--- config.mk ---
export PLATFORM = sky130hd
export DESIGN_NAME = id_ex_stage
export DESIGN_NICKNAME = d
export VERILOG_FILES = /design/src/rtl/id_ex_stage.sv
export SDC_FILE = /design/constraint.sdc
export NUM_CORES = 1
export LEC_CHECK = 0
export BUFFER_PORTS_ARGS = -buffer_cell sky130_fd_sc_hd__buf_2
export CORE_ASPECT_RATIO = 1.5
export CORE_MARGIN = 2
export CORE_UTILIZATION = 47
export CTS_CLUSTER_DIAMETER = 30
export DETAILED_ROUTE_END_ITERATION = 10
export PLACE_DENSITY = 0.84
export SLEW_MARGIN = 20
export SYNTH_ARGS = -nofsm -noshare
export SYNTH_HDL_FRONTEND = slang
export SYNTH_SLANG_ARGS = --single-unit
--- constraint.sdc ---
create_clock -name clk -period 2.7 [get_ports clk]
set_input_delay 0.27 -clock clk [delete_from_list [all_inputs] [get_ports clk]]
set_output_delay 0.27 -clock clk [all_outputs]
set_load 0.005 [all_outputs]
--- src/rtl/id_ex_stage.sv ---
// id_ex_stage: ID/EX pipeline register with load-use hazard stall, bubbles, flush and hold
module id_ex_stage #(
  parameter int DATA_W = 32,
  parameter int CNT_W  = 16
) (
  input  logic              clk,
  input  logic              rst,
  input  logic [4:0]        D_rs,
  input  logic [4:0]        D_rt,
  input  logic [4:0]        D_rd,
  input  logic              D_usesRt,
  input  logic [DATA_W-1:0] D_rsVal,
  input  logic [DATA_W-1:0] D_rtVal,
  input  logic [DATA_W-1:0] D_imm,
  input  logic              D_regWrite,
  input  logic              D_memRead,
  input  logic              D_memWrite,
  input  logic              D_memToReg,
  input  logic              D_aluSrc,
  input  logic [3:0]        D_aluOp,
  input  logic              flush,
  input  logic              ex_hold,
  output logic              stall,
  output logic              X_valid,
  output logic [4:0]        X_rs,
  output logic [4:0]        X_rt,
  output logic [4:0]        X_rd,
  output logic [DATA_W-1:0] X_rsVal,
  output logic [DATA_W-1:0] X_rtVal,
  output logic [DATA_W-1:0] X_imm,
  output logic              X_regWrite,
  output logic              X_memRead,
  output logic              X_memWrite,
  output logic              X_memToReg,
  output logic              X_aluSrc,
  output logic [3:0]        X_aluOp,
  output logic [CNT_W-1:0]  bubbleCnt,
  output logic [CNT_W-1:0]  flushCnt
);
  logic load_use, kill;
  // hazard detection: a load in execute feeding a source of the decode instruction
  always_comb begin
    load_use = X_valid & X_memRead & (X_rd != 5'd0) &
               ((X_rd == D_rs) | (D_usesRt & (X_rd == D_rt)));
    stall    = (load_use | ex_hold) & ~flush;
    kill     = flush | (~ex_hold & load_use);
  end
  // execute slot: flush bubble > hold > load-use bubble > normal load; counters saturate
  always_ff @(posedge clk or negedge rst) begin
    if (!rst) begin
      X_valid    <= 1'b0;
      X_rs       <= '0;
      X_rt       <= '0;
      X_rd       <= '0;
      X_rsVal    <= '0;
      X_rtVal    <= '0;
      X_imm      <= '0;
      X_regWrite <= 1'b0;
      X_memRead  <= 1'b0;
      X_memWrite <= 1'b0;
      X_memToReg <= 1'b0;
      X_aluSrc   <= 1'b0;
      X_aluOp    <= '0;
      bubbleCnt  <= '0;
      flushCnt   <= '0;
    end else if (kill) begin
      X_valid    <= 1'b0;
      X_rs       <= '0;
      X_rt       <= '0;
      X_rd       <= '0;
      X_rsVal    <= '0;
      X_rtVal    <= '0;
      X_imm      <= '0;
      X_regWrite <= 1'b0;
      X_memRead  <= 1'b0;
      X_memWrite <= 1'b0;
      X_memToReg <= 1'b0;
      X_aluSrc   <= 1'b0;
      X_aluOp    <= '0;
      if (flush) flushCnt <= flushCnt + CNT_W'(~&flushCnt);
      else bubbleCnt <= bubbleCnt + CNT_W'(~&bubbleCnt);
    end else if (!ex_hold) begin
      X_valid    <= 1'b1;
      X_rs       <= D_rs;
      X_rt       <= D_rt;
      X_rd       <= D_rd;
      X_rsVal    <= D_rsVal;
      X_rtVal    <= D_rtVal;
      X_imm      <= D_imm;
      X_regWrite <= D_regWrite;
      X_memRead  <= D_memRead;
      X_memWrite <= D_memWrite;
      X_memToReg <= D_memToReg;
      X_aluSrc   <= D_aluSrc;
      X_aluOp    <= D_aluOp;
    end
  end
endmodule

==> flow_metrics.env <==
export IMPL_synth_top_family_by_area="compound AO/OA/AOI/OAI gates"
export IMPL_grt_max_degree=71
export IMPL_drtAntennaViolNets=0
export IMPL_wire_per_inst_um=19.36
export IMPL_finalCriticalPeriod_ps=2642
export IMPL_setup_viol=0
export IMPL_clock_skew_ps=7.610
export IMPL_holdWs_ps=100.6
export IMPL_ys_warn_count=0
export IMPL_ys_seq_elements=153
export IMPL_synthAdderAreaFrac_pct=1.005
export IMPL_die_area_sq_mm=0.01420
export IMPL_grt_pass1_vias=5652
export IMPL_synth_distinct_cells=32
export IMPL_drc=0
export IMPL_critPathMaxFanout=14
export IMPL_netlist_instances=476
export IMPL_slew_headroom_pct=52.74
export IMPL_ys_seq_area_share_pct=61.50
export IMPL_start_kind="register"
export IMPL_synth_compound_area_share_pct=19.67
export IMPL_status="finished clean"
export IMPL_grt_pass1_wl_mm=28.17
export IMPL_max_cap_violations=0
export IMPL_power_density_mw_per_mm2=685.3
export IMPL_clk_pin_slew_ps=60
export IMPL_wl_mm=17.65
export IMPL_fin_cells=912
export IMPL_worstPathArrival_ps=2370
export IMPL_synthMuxAreaShare_pct=0.7235
export IMPL_finalCoreUtilization_pct=64.98
export IMPL_cts_root_buffer="clkbuf_16"
export IMPL_grt_use_total_pct=24.60
export IMPL_multi_input_area_sq_mm=0.002193
export IMPL_syn_to_final_growth_pct=35.19
export IMPL_htreeDepth=4
export IMPL_drt_iter0_markers=294
export IMPL_syn_area_sq_mm=0.006226
export IMPL_critPathCaptureType="primary output"
export IMPL_synth_xor_area_share_pct=5.346
export IMPL_synth_simple_area_share_pct=7.556
export IMPL_placedInstanceArea_sq_mm=0.007741
export IMPL_power_leakage_nw=4.352
export IMPL_design_area_sq_mm=0.008417
export IMPL_final_common_cell="buf_2"
export IMPL_clock_sinks=153
export IMPL_path_class="register to primary output"
export IMPL_timing_fmax_mhz=378.6
export IMPL_rows=51
export IMPL_clock_latency_ps=410
export IMPL_dp_hpwl_mm=12.24
export IMPL_num_vias=5406
export IMPL_layout_common_cells="buf_2 (277), dfrtp_1 (153), a32o_1 (104)"
export IMPL_via_per_inst=5.928
export IMPL_drv_slew=0
export IMPL_cts_buffers_inserted=17
export IMPL_fin_nets=870
export IMPL_cts_tree="done"
export IMPL_fp_dieW_um=97.98
export IMPL_syn_area_per_cell_sq_um=13.08
export IMPL_initial_core_util_pct=48.06
export IMPL_drive_gt1_share_pct=44.36
export IMPL_dp_cells=878
export IMPL_hold_viol_final=0
export IMPL_cts_buffer_depth=2
export IMPL_diodes=0
export IMPL_grt_overflow_total=0
export IMPL_ioPinCount=279
export IMPL_num_fill_cells=979
export IMPL_antenna_found_initial=0
export IMPL_fin_crit_sh_pct=97.84
export IMPL_syn_nets=606
export IMPL_core_area_sq_mm=0.01295
export IMPL_dr_pass1_iters=6
export IMPL_die_height_um=145.0
export IMPL_ff_latch_area_sq_mm=0.003829
export IMPL_port_buffers=278
export IMPL_rsz0062_at_grt="yes"
export IMPL_worst_pin_slew_ps=708.9
export IMPL_min_path_type="primary input to register"
export IMPL_worstPathRequired_ps=2430
export IMPL_gp_congestion=0.9093
export IMPL_peakVddDrop_mv=0.4485
[routing by layer]
metal	wire length [um]	GRT usage [%]	part of all wire [%]	vias up
met2	9660	43.87	55	270
li1	-	-	-	2365
met3	1182	6.069	6.7	36
met5	0	0	0	-
met1	6350	27.90	36	2735
met4	460	9.792	2.6	0
[layout make-up]
class,instances,area share (%)
Multi-Input combinational cell,266,26.06
Clock inverter,12,1.947
Timing Repair Buffer,288,17.97
Inverter,14,0.6243
Tap cell,159,2.364
Clock buffer,20,5.545
Sequential cell,153,45.49
[timing repair]
item / CTS / global route
gates resized for setup: 1 / 2
hold buffers: 1 / 0
setup buffers: 0 / 0
gates cloned: 0 / 1
endpoints found under the hold margin: 57 / 0
endpoints found under the setup margin: 1 / 1
[cell families (layout without fill, tap and decap cells)]
kind of cell	Yosys count	count (layout)
flops	153	153
xor+xnor	38	38
buf+inv	58	334
mux	4	4
compound gates	124	124
fa+ha+maj	5	5
simple gates	94	95
[worst paths after layout]
path                               from            end  slack, ps  cells after the start
max                             X_rd[1]          stall         60                      6
min                         D_rsVal[17]    X_rsVal[17]        100                      2
max reg2reg                bubbleCnt[6]  bubbleCnt[15]        130                      9
min reg2reg                 X_rtVal[29]    X_rtVal[29]        490                      1
max in group asynchronous           rst  bubbleCnt[13]       1520                      3
min in group asynchronous           rst   flushCnt[13]        410                      2
[synth_stat cells]
cell | instances | area [sq um]
or4_1 | 1 | 7.510
nor3b_1 | 1 | 7.510
and4b_1 | 1 | 10.01
nand2_1 | 37 | 138.9
ha_1 | 5 | 62.56
xor2_1 | 8 | 70.07
dfrtp_1 | 153 | 3829
nand4_1 | 14 | 87.58
and2_1 | 2 | 12.51
xnor2_1 | 30 | 262.8
nand3_1 | 14 | 70.07
mux2_2 | 4 | 45.04
and4_1 | 3 | 26.28
o41ai_2 | 3 | 48.80
buf_2 | 5 | 25.02
clkbuf_1 | 31 | 116.4
buf_6 | 2 | 22.52
nor3_1 | 5 | 25.02
and3_1 | 5 | 31.28
o41ai_1 | 7 | 61.31
inv_1 | 13 | 48.80
o22ai_1 | 7 | 43.79
a21oi_1 | 1 | 5.000
a32o_1 | 104 | 1041
a211oi_2 | 1 | 12.51
nor2_1 | 7 | 26.28
or3_1 | 2 | 12.51
inv_2 | 1 | 3.750
nor4b_1 | 1 | 8.760
o211ai_2 | 1 | 12.51
nor4_1 | 1 | 6.260
buf_4 | 6 | 45.04
[critical path, cell delays in order, from the launching register on]
cell,delay (ps)
dfrtp_1,430
or4_1,610
o211ai_4,260
inv_2,210
nand2_8,200
a21oi_1,90
buf_2,150
[sequential cells by signal (all words and copies together) (netlist names)]
signal,flops
X_memToReg,1
X_rt,5
bubbleCnt,16
X_memWrite,1
X_regWrite,1
X_rs,5
X_aluSrc,1
flushCnt,16
X_aluOp,4
X_rsVal,32
X_rtVal,32
X_memRead,1
X_valid,1
X_imm,32
X_rd,5
[power breakdown]
part	total, mW	internal, mW	leakage [nW]	switching (mW)
Sequential	2.59	2.45	2.04	0.146
Clock	2.50	1.54	0.295	0.957
Combinational	0.678	0.339	2.01	0.340
[metrics by stage]
step	power, mW	worst slack, ps	TNS [ps]
after detailed placement	3.280	169.1	0
after floorplan	2.894	368.3	0
final	5.768	58.36	0
after global placement	3.241	285.8	0
after CTS	5.805	4.334	0
after global routing	5.983	-37.48	-37.48
Note: power is estimated with default switching activity, not from simulation.
